[config.mk]
export PLATFORM = sky130hd
export DESIGN_NAME = l1dcache_server_flat
export DESIGN_NICKNAME = d
export VERILOG_FILES = /design/src/rtl/l1dcache_server_if.sv /design/src/rtl/l1dcache_server.sv /design/src/flat_wrapper.sv
export SDC_FILE = /design/constraint.sdc
export NUM_CORES = 2
export LEC_CHECK = 0
export CAP_MARGIN = 30
export CORE_ASPECT_RATIO = 0.6
export CORE_MARGIN = 4
export CORE_UTILIZATION = 35
export DETAILED_ROUTE_END_ITERATION = 10
export PLACE_DENSITY = 0.58
export SETUP_SLACK_MARGIN = 0.1
export SLEW_MARGIN = 20
export SYNTH_ARGS = -nofsm -noshare
export SYNTH_HDL_FRONTEND = slang
export SYNTH_SLANG_ARGS = --single-unit
[constraint.sdc]
create_clock -name clk -period 10.1 [get_ports clk]
set_input_delay 1.515 -clock clk [delete_from_list [all_inputs] [get_ports clk]]
set_output_delay 1.515 -clock clk [all_outputs]
set_load 0.005 [all_outputs]
[src/rtl/l1dcache_server_if.sv]
// Core-side request/response bundle for the L1 data cache.
// Requests are word-addressed; the response arrives exactly one cycle later.
interface l1dcache_core_if;
  logic        req_valid;
  logic        req_we;
  logic [29:0] req_addr;
  logic [31:0] req_data;
  logic [3:0]  req_mask;
  logic        resp_ack;
  logic [31:0] resp_data;

  modport Server (
    input  req_valid, req_we, req_addr, req_data, req_mask,
    output resp_ack, resp_data
  );

  modport Client (
    output req_valid, req_we, req_addr, req_data, req_mask,
    input  resp_ack, resp_data
  );
endinterface

[src/rtl/l1dcache_server.sv]
// Direct-mapped, one-word-per-line, write-through/no-write-allocate L1 data cache.
// Load misses are refilled from backing memory; the core replays the load afterwards.
module l1dcache_server #(
  parameter int unsigned NUM_LINES = 64,
  parameter int unsigned IDX_W     = $clog2(NUM_LINES)
) (
  input  logic                   clk,
  input  logic                   rst_n,
  l1dcache_core_if.Server        cache,
  output logic                   mem_req_valid,
  input  logic                   mem_req_ready,
  output logic                   mem_req_we,
  output logic [29:0]            mem_req_addr,
  output logic [31:0]            mem_req_data,
  output logic [3:0]             mem_req_mask,
  input  logic                   mem_resp_valid,
  input  logic [31:0]            mem_resp_data
);

  localparam int unsigned TAG_W = 30 - IDX_W;

  typedef enum logic [1:0] {
    IDLE        = 2'd0,
    REFILL_REQ  = 2'd1,
    REFILL_WAIT = 2'd2
  } state_t;

  state_t               state;
  logic [29:0]          miss_addr;
  logic [NUM_LINES-1:0] valid_q;
  logic [TAG_W-1:0]     tag_q  [NUM_LINES];
  logic [31:0]          data_q [NUM_LINES];

  logic [IDX_W-1:0] req_idx;
  logic [TAG_W-1:0] req_tag;
  logic [IDX_W-1:0] miss_idx;
  logic [TAG_W-1:0] miss_tag;
  logic             hit;
  logic             load_go;
  logic             store_go;
  logic             store_merge;
  logic             fill_go;

  assign req_idx  = cache.req_addr[IDX_W-1:0];
  assign req_tag  = cache.req_addr[29:IDX_W];
  assign miss_idx = miss_addr[IDX_W-1:0];
  assign miss_tag = miss_addr[29:IDX_W];

  assign hit         = valid_q[req_idx] && (tag_q[req_idx] == req_tag);
  assign load_go     = (state == IDLE) && cache.req_valid && !cache.req_we;
  assign store_go    = rst_n && (state == IDLE) && cache.req_valid && cache.req_we;
  assign store_merge = store_go && mem_req_ready && hit;
  assign fill_go     = (state == REFILL_WAIT) && mem_resp_valid;

  // Memory port: refill read owns it in REFILL_REQ, otherwise an IDLE store passes straight through.
  always_comb begin
    mem_req_valid = 1'b0;
    mem_req_we    = 1'b0;
    mem_req_addr  = '0;
    mem_req_data  = '0;
    mem_req_mask  = '0;
    if (state == REFILL_REQ) begin
      mem_req_valid = 1'b1;
      mem_req_addr  = miss_addr;
      mem_req_mask  = 4'b1111;
    end else if (store_go) begin
      mem_req_valid = 1'b1;
      mem_req_we    = 1'b1;
      mem_req_addr  = cache.req_addr;
      mem_req_data  = cache.req_data;
      mem_req_mask  = cache.req_mask;
    end
  end

  // Control FSM, valid bits and the registered core response.
  always_ff @(posedge clk or negedge rst_n) begin
    if (!rst_n) begin
      state           <= IDLE;
      miss_addr       <= '0;
      valid_q         <= '0;
      cache.resp_ack  <= 1'b0;
      cache.resp_data <= '0;
    end else begin
      cache.resp_ack  <= 1'b0;
      cache.resp_data <= '0;
      case (state)
        IDLE: begin
          if (load_go) begin
            if (hit) begin
              cache.resp_ack  <= 1'b1;
              cache.resp_data <= data_q[req_idx];
            end else begin
              miss_addr <= cache.req_addr;
              state     <= REFILL_REQ;
            end
          end else if (store_go) begin
            cache.resp_ack <= mem_req_ready;
          end
        end
        REFILL_REQ: begin
          if (mem_req_ready) begin
            state <= REFILL_WAIT;
          end
        end
        REFILL_WAIT: begin
          if (mem_resp_valid) begin
            valid_q[miss_idx] <= 1'b1;
            state             <= IDLE;
          end
        end
        default: state <= IDLE;
      endcase
    end
  end

  // Tag/data arrays carry no reset; valid bits alone gate their use.
  always_ff @(posedge clk) begin
    if (fill_go) begin
      tag_q[miss_idx]  <= miss_tag;
      data_q[miss_idx] <= mem_resp_data;
    end else if (store_merge) begin
      for (int b = 0; b < 4; b++) begin
        if (cache.req_mask[b]) begin
          data_q[req_idx][8*b +: 8] <= cache.req_data[8*b +: 8];
        end
      end
    end
  end

endmodule

[src/flat_wrapper.sv]
// flat-port wrapper written by rule: the top's interface ports become plain ports
module l1dcache_server_flat 
#(
  parameter int unsigned NUM_LINES = 64,
  parameter int unsigned IDX_W     = $clog2(NUM_LINES)
)
  (clk, rst_n, mem_req_valid, mem_req_ready, mem_req_we, mem_req_addr, mem_req_data, mem_req_mask, mem_resp_valid, mem_resp_data, cache_req_valid, cache_req_we, cache_req_addr, cache_req_data, cache_req_mask, cache_resp_ack, cache_resp_data);
  l1dcache_core_if cache_i ();
  input  logic clk;
  input  logic rst_n;
  output logic mem_req_valid;
  input  logic mem_req_ready;
  output logic mem_req_we;
  output logic [29:0] mem_req_addr;
  output logic [31:0] mem_req_data;
  output logic [3:0] mem_req_mask;
  input  logic mem_resp_valid;
  input  logic [31:0] mem_resp_data;
  input wire logic [$bits(cache_i.req_valid)-1:0] cache_req_valid;
  input wire logic [$bits(cache_i.req_we)-1:0] cache_req_we;
  input wire logic [$bits(cache_i.req_addr)-1:0] cache_req_addr;
  input wire logic [$bits(cache_i.req_data)-1:0] cache_req_data;
  input wire logic [$bits(cache_i.req_mask)-1:0] cache_req_mask;
  output wire logic [$bits(cache_i.resp_ack)-1:0] cache_resp_ack;
  output wire logic [$bits(cache_i.resp_data)-1:0] cache_resp_data;
  assign cache_i.req_valid = cache_req_valid;
  assign cache_i.req_we = cache_req_we;
  assign cache_i.req_addr = cache_req_addr;
  assign cache_i.req_data = cache_req_data;
  assign cache_i.req_mask = cache_req_mask;
  assign cache_resp_ack = cache_i.resp_ack;
  assign cache_resp_data = cache_i.resp_data;
  l1dcache_server #(.NUM_LINES(NUM_LINES), .IDX_W(IDX_W)) u_core (.clk(clk), .rst_n(rst_n), .cache(cache_i), .mem_req_valid(mem_req_valid), .mem_req_ready(mem_req_ready), .mem_req_we(mem_req_we), .mem_req_addr(mem_req_addr), .mem_req_data(mem_req_data), .mem_req_mask(mem_req_mask), .mem_resp_valid(mem_resp_valid), .mem_resp_data(mem_resp_data));
endmodule
After elaboration in Yosys (flattened, before gate mapping):

Memory sizes are Yosys's and may differ from the RTL's.
Cells that the tools add are included.

* register bits after elaboration: 129
* input bits: 104
* memories: 2
* word-level logic and storage cells: 81
* RAM bits: 3584
* output and inout port bits: 101

* multiplexer cells: 46
* equality and inequality tests: 7
* reduce and logical (&&, ||, !) cells: 16
* bitwise operators: 2
* order comparisons: 3

Memories
* u_core.data_q: words 64, width 32, rd ports 1, clocked after Yosys merged registers in 0, wr ports 1, RTL line l1dcache_server.sv:32 `logic [31:0] data_q [NUM_LINES];`
* u_core.tag_q: words 64, width 24, rd ports 1, clocked after Yosys merged registers in 0, wr ports 1, RTL line l1dcache_server.sv:31 `logic [TAG_W-1:0] tag_q [NUM_LINES];`

Operators by type and width (number)
* $mux W32: 6
* $or A64 B64 Y64: 1
* $mux W30: 2
* $reduce_or A32 Y1: 1
* $mux W1: 27
* $eq A24 B24 Y1: 1
* $lt A6 B7 Y1 const B: 2
* $mux W4: 3
* $logic_and A1 B1 Y1: 10
* $mux W2: 4
* $bmux W1 S6: 1
* $demux W1 S6: 1
* $ge A6 B1 Y1 const B: 1
* $mux W6: 1
* $ne A2 B2 Y1 const B: 3
* $pmux W2 S3: 1
* $reduce_and A4 Y1: 1
* $reduce_and A3 Y1: 1
* $eq A2 B1 Y1 const B: 1
* $eq A2 B2 Y1 const B: 1
* $logic_not A2 Y1: 1
* $ne A2 B1 Y1 const B: 1
* $reduce_and A2 Y1: 1
* $logic_not A1 Y1: 1
* $not A1 Y1: 1

Longest topological paths before layout:

* depth in word-level cells: 11
* depth in mapped cells: 20
* mapped depth without buffers: 11

Worst setup path before layout:

No wires, ideal clock.

* path type: input port to flip-flop
* start point: input port cache_req_addr[0]
* end point: memory u_core.data_q[0][21], data pin
* path slack: 4.449 ns
* stages on the path: 19
* library setup time: 0.351 ns
* required time: 9.749 ns
* arrival: 5.300 ns
* buffers on the path: 9
* cell sequence: buf_2 > buf_4 > buf_4 > buf_4 > buf_4 > buf_4 > mux2i_1 > nand2_1 > a31oi_1 > o221ai_1 > nand3_1 > o2111ai_1 > nor4_1 > nand4_2 > nor4_2 > buf_4 > buf_6 > buf_4 > mux2_2

* cells in the longest elaborated chain, start to end: 9
* elaborated cells between the ends (all ways): 20
* those cells by class: eq/ne (1); mux (15); reduce/logical (3); memory (1)

Ends and longest elaborated chain
* from (decl): RTL line flat_wrapper.sv:21 `input wire logic [$bits(cache_i.req_addr)-1:0] cache_req_addr;`
* $mem_v2 Z64 W24 or $bmux W1 S6 (tied branches)
* $eq A24 B24 Y1 or $mux W1 (tied branches): RTL line l1dcache_server.sv:49 `assign hit = valid_q[req_idx] && (tag_q[req_idx] == req_tag);`
* $logic_and A1 B1 Y1 (*): RTL line l1dcache_server.sv:49
* $logic_and A1 B1 Y1 (*): RTL line l1dcache_server.sv:52 `assign store_merge = store_go && mem_req_ready && hit;`
* $mux W1: RTL line l1dcache_server.sv:121 `end else if (store_merge) begin`
* $mux W1: RTL line l1dcache_server.sv:118 `if (fill_go) begin`
* $mux W1 (implied by the code): RTL line l1dcache_server.sv:124 `data_q[req_idx][8*b +: 8] <= cache.req_data[8*b +: 8];`
* $reduce_or A32 Y1 (no source line) (*)
* $mux W32 (no source line) (*)
* to (decl): RTL line l1dcache_server.sv:32

Mark *: on every way between the ends. The rest lies on a longest branch, timed or not. The select of a mux whose other input is x is not followed.

Worst setup path after layout:

* start point: input port cache_req_addr[4]
* end point: memory u_core.data_q[24][30], enable pin

* cells in the longest elaborated chain, start to end: 9
* elaborated cells between the ends (all ways): 21
* those cells by class: eq/ne (1); mux (16); reduce/logical (3); memory (1)

Ends and longest elaborated chain (RTL line)
* $mem_v2 Z64 W24 or $bmux W1 S6 (tied branches)
* $eq A24 B24 Y1 or $mux W1 (tied branches): l1dcache_server.sv:49
* $logic_and A1 B1 Y1: l1dcache_server.sv:49
* $logic_and A1 B1 Y1: l1dcache_server.sv:52
* $mux W1: l1dcache_server.sv:121
* $mux W1: l1dcache_server.sv:118
* $mux W1 (implied by the code): l1dcache_server.sv:124
* $reduce_or A32 Y1 (no source line)
* $mux W6 (no source line) or $mux W4 (tied branches)

Parallel ways exist; a longest one is shown, timed or not. The select of a mux whose other input is x is not followed.

==> flow_metrics.env <==
export IMPL_cp_required_ns=10.75
export IMPL_ys_ff_latch=3713
export IMPL_place_congestion=0.907
export IMPL_setup_violations=0
export IMPL_ys_seq_area_share_pct=76.4
export IMPL_cts_buffer_depth=4
export IMPL_worstMarginPinSlew_ns=1.25
export IMPL_drv_cap=0
export IMPL_dp_slack_ns=1.03
export IMPL_avgRoutedWirePerCell_um=33.0
export IMPL_crit_path_max_incr_delay_ns=0.94
export IMPL_grt_pass1_wl_um=596000
export IMPL_drc=0
export IMPL_cts_resized=0
export IMPL_synthesis_area_um2=145000
export IMPL_grt_pass1_vias=71609
export IMPL_dieArea_um2=425000
export IMPL_ir_worst_vdd_uv=203
export IMPL_power_density_nw_per_um2=205
export IMPL_async_flop_share_pct=3.47
export IMPL_post_synth_cell_area_avg_um2=21.5
export IMPL_start_kind="input pin"
export IMPL_cpMaxStageDelayCell="mux2i_2"
export IMPL_p_leak_nw=53.2
export IMPL_clkTransAtPathRegs_ns=0.06
export IMPL_root_buffer="clkbuf_16"
export IMPL_post_cts_buffers=0
export IMPL_ios=205
export IMPL_max_slew_margin_pct=16.5
export IMPL_ys_flop_type="edfxtp_1"
export IMPL_cts_tree="built"
export IMPL_die_x_um=839
export IMPL_cpMostUsedCell="buf_4"
export IMPL_netlist_instances=6738
export IMPL_yosys_warnings=0
export IMPL_crit_family="simple AND/OR/NAND/NOR gates"
export IMPL_tns_ns=0
export IMPL_synth_edf_count=3584
export IMPL_max_freq_ghz=0.118
export IMPL_insertion_delay_ns=0.94
export IMPL_num_rows=182
export IMPL_critical_path_class="input pin to flip-flop"
export IMPL_setup_ws_ns=1.59
export IMPL_vias=74601
export IMPL_grt_total_usage_pct=19.8
export IMPL_syn_nets=6842
export IMPL_cts_num_sinks=3713
export IMPL_slew_viol_final=0
export IMPL_drt_iter0_markers=11481
export IMPL_status="completed"
export IMPL_cp_num_buf_inv=5
export IMPL_grt_max_degree=134
export IMPL_hold_viol=0
export IMPL_drive_above_1_share_pct=28.2
export IMPL_end_kind="flip-flop"
export IMPL_worstHoldPathType="flip-flop to flip-flop"
export IMPL_drtPass1Iterations=6
export IMPL_ant_nets=0
export IMPL_period_share_pct=84.2
export IMPL_path_cells="buf_4 > buf_4 > nand3b_1 > buf_4 > nor2_1 > a22oi_1 > and4_1 > nand4_1 > xnor2_1 > and4_1 > nand4_2 > nor4_4 > buf_4 > mux2i_2 > nor2_1 > buf_4"
export IMPL_skew_ns=0.0969
export IMPL_crit_fanout=42
export IMPL_final_nets=7412
export IMPL_initial_core_util_pct=35.3
export IMPL_portBuffers=204
export IMPL_cp_data_arrival_time_ns=9.16
export IMPL_rsz0062_at_grt="false"
export IMPL_cts_max_level=5
export IMPL_grt_ovfl_total=0
export IMPL_ctsHoldBuffers=0
export IMPL_vias_per_cell=5.68
export IMPL_utilization_pct=41.0
export IMPL_hpwl_um=282000
export IMPL_synthDistinctLibCells=64
export IMPL_syn_to_final_growth_pct=16.3
export IMPL_dieHeight_um=507
export IMPL_cts_made_buffers=355
export IMPL_fin_crit_ns=8.51
export IMPL_antenna_found_initial=34
export IMPL_routed_wl_um=433000
export IMPL_coreArea_um2=411000
-- kinds of logic after synthesis --
family          Yosys count  share of synthesized area [%]
flops                  3713                           76.4
mux                    1407                           17.8
simple gates            853                           2.67
buf+inv                 402                           1.31
compound gates          336                           1.66
xor+xnor                 27                          0.163
-- final cells by class --
cell class | count | area, um2
fillers | 35682 | 243000
flip-flops and latches | 3713 | 111000
multi-input cells | 2623 | 32900
clock buffers | 438 | 9510
well taps | 5520 | 6910
repair buffers | 610 | 6220
clock inverters | 205 | 2170
diodes | 16 | 40.0
inverters | 5 | 26.3
-- Yosys cell counts (3+ instances only) --
cell type | n | share of area (%)
or3_1 | 5 | 0.022
nand2_1 | 92 | 0.24
buf_8 | 4 | 0.041
o221ai_1 | 6 | 0.036
nor2_1 | 480 | 1.2
nand2b_1 | 13 | 0.056
nor2b_1 | 15 | 0.065
nand3b_1 | 5 | 0.026
o2111ai_1 | 4 | 0.024
inv_1 | 3 | 0.0078
a22o_1 | 30 | 0.18
buf_2 | 58 | 0.20
a31oi_1 | 11 | 0.047
o21ai_0 | 26 | 0.090
nor3_1 | 11 | 0.038
clkbuf_1 | 217 | 0.56
o22ai_1 | 25 | 0.11
and3_1 | 35 | 0.15
buf_1 | 60 | 0.16
edfxtp_1 | 3584 | 74
nand3_1 | 55 | 0.19
and4_1 | 3 | 0.018
a21oi_1 | 49 | 0.17
a211oi_1 | 11 | 0.057
nor4_1 | 10 | 0.043
xor2_1 | 7 | 0.042
nor4_2 | 3 | 0.026
a22oi_1 | 130 | 0.67
xnor2_1 | 20 | 0.12
a32oi_1 | 5 | 0.030
a221oi_1 | 21 | 0.13
mux2i_1 | 415 | 2.9
nand4_1 | 14 | 0.060
mux4_2 | 926 | 14
buf_6 | 16 | 0.12
and2_1 | 38 | 0.16
dfrtp_1 | 129 | 2.2
mux2_2 | 64 | 0.50
or2_2 | 66 | 0.28
buf_4 | 42 | 0.22
-- stage by stage --
stage | std cells | total power, mW | area [um2] | hold WS [ns]
after floorplan | 6738 | 19.6 | 145000 | 0.434
after global placement | 12382 | 21.2 | 155000 | 0.443
after detailed placement | 12438 | 21.3 | 157000 | 0.448
after CTS | 13081 | 34.7 | 168000 | 0.464
after global routing | 13119 | 35.6 | 169000 | 0.477
final | 13130 | 34.6 | 169000 | 0.463
-- final timing paths --
| kind | slack, ns | depth (start not counted) | to | from |
|---|---|---|---|---|
| worst max-delay path | 1.59 | 16 | u_core.data_q[24][30] | cache_req_addr[4] |
| worst min-delay path | 0.46 | 1 | u_core.valid_q[10] | u_core.valid_q[10] |
| worst max register to register | 3.44 | 12 | u_core.data_q[24][30] | u_core.tag_q[43][18] |
| worst min register to register | 0.46 | 1 | u_core.valid_q[10] | u_core.valid_q[10] |
| max in group asynchronous | 8.07 | 2 | u_core.miss_addr[16] | rst_n |
| min in group asynchronous | 0.58 | 1 | u_core.valid_q[52] | rst_n |
-- registers in the layout, summed over array words and instances, names as in the netlist --
signal	count
u_core.valid_q	64
u_core.cache.resp_data	32
u_core.state	2
u_core.cache.resp_ack	1
u_core.tag_q	1536
u_core.miss_addr	30
u_core.data_q	2048
-- power breakdown --
part | internal (mW) | total (mW) | switching (mW) | leakage [nW]
Clock | 7.66 | 13.6 | 5.91 | 5.71
Sequential | 17.7 | 17.8 | 0.123 | 33.9
Combinational | 0.883 | 3.18 | 2.30 | 13.6
Total | 26.3 | 34.6 | 8.34 | 53.2
-- metal layers --
layer / share of wire, % / track usage, %
met5: 0.086 / 0.400
met2: 41 / 26.9
met4: 2.5 / 4.59
met1: 43 / 30.2
met3: 13 / 7.22
-- placed cells by master, fill, tap and decap left out, drive strengths merged, types with 4 or more instances in the layout --
| cell type | count |
|---|---|
| edfxtp | 3584 |
| mux4 | 928 |
| nor2 | 480 |
| clkbuf | 441 |
| mux2i | 415 |
| buf | 410 |
| clkdlybuf4s50 | 197 |
| clkinv | 141 |
| a22oi | 130 |
| dfrtp | 129 |
| nand2 | 92 |
| or2 | 66 |
| mux2 | 64 |
| nand3 | 55 |
| a21oi | 49 |
| and2 | 38 |
| bufinv | 36 |
| and3 | 35 |
| a22o | 30 |
| o21ai | 27 |
| o22ai | 25 |
| a221oi | 21 |
| xnor2 | 20 |
| clkinvlp | 20 |
| diode | 16 |
| nand4 | 15 |
| nor2b | 15 |
| nand2b | 13 |
| nor4 | 13 |
| inv | 13 |
| nor3 | 12 |
| a211oi | 11 |
| a31oi | 11 |
| xor2 | 7 |
| o221ai | 6 |
| nand3b | 5 |
| a32oi | 5 |
| or3 | 5 |
| o2111ai | 4 |
No activity file was read; power rests on OpenSTA's default activity.
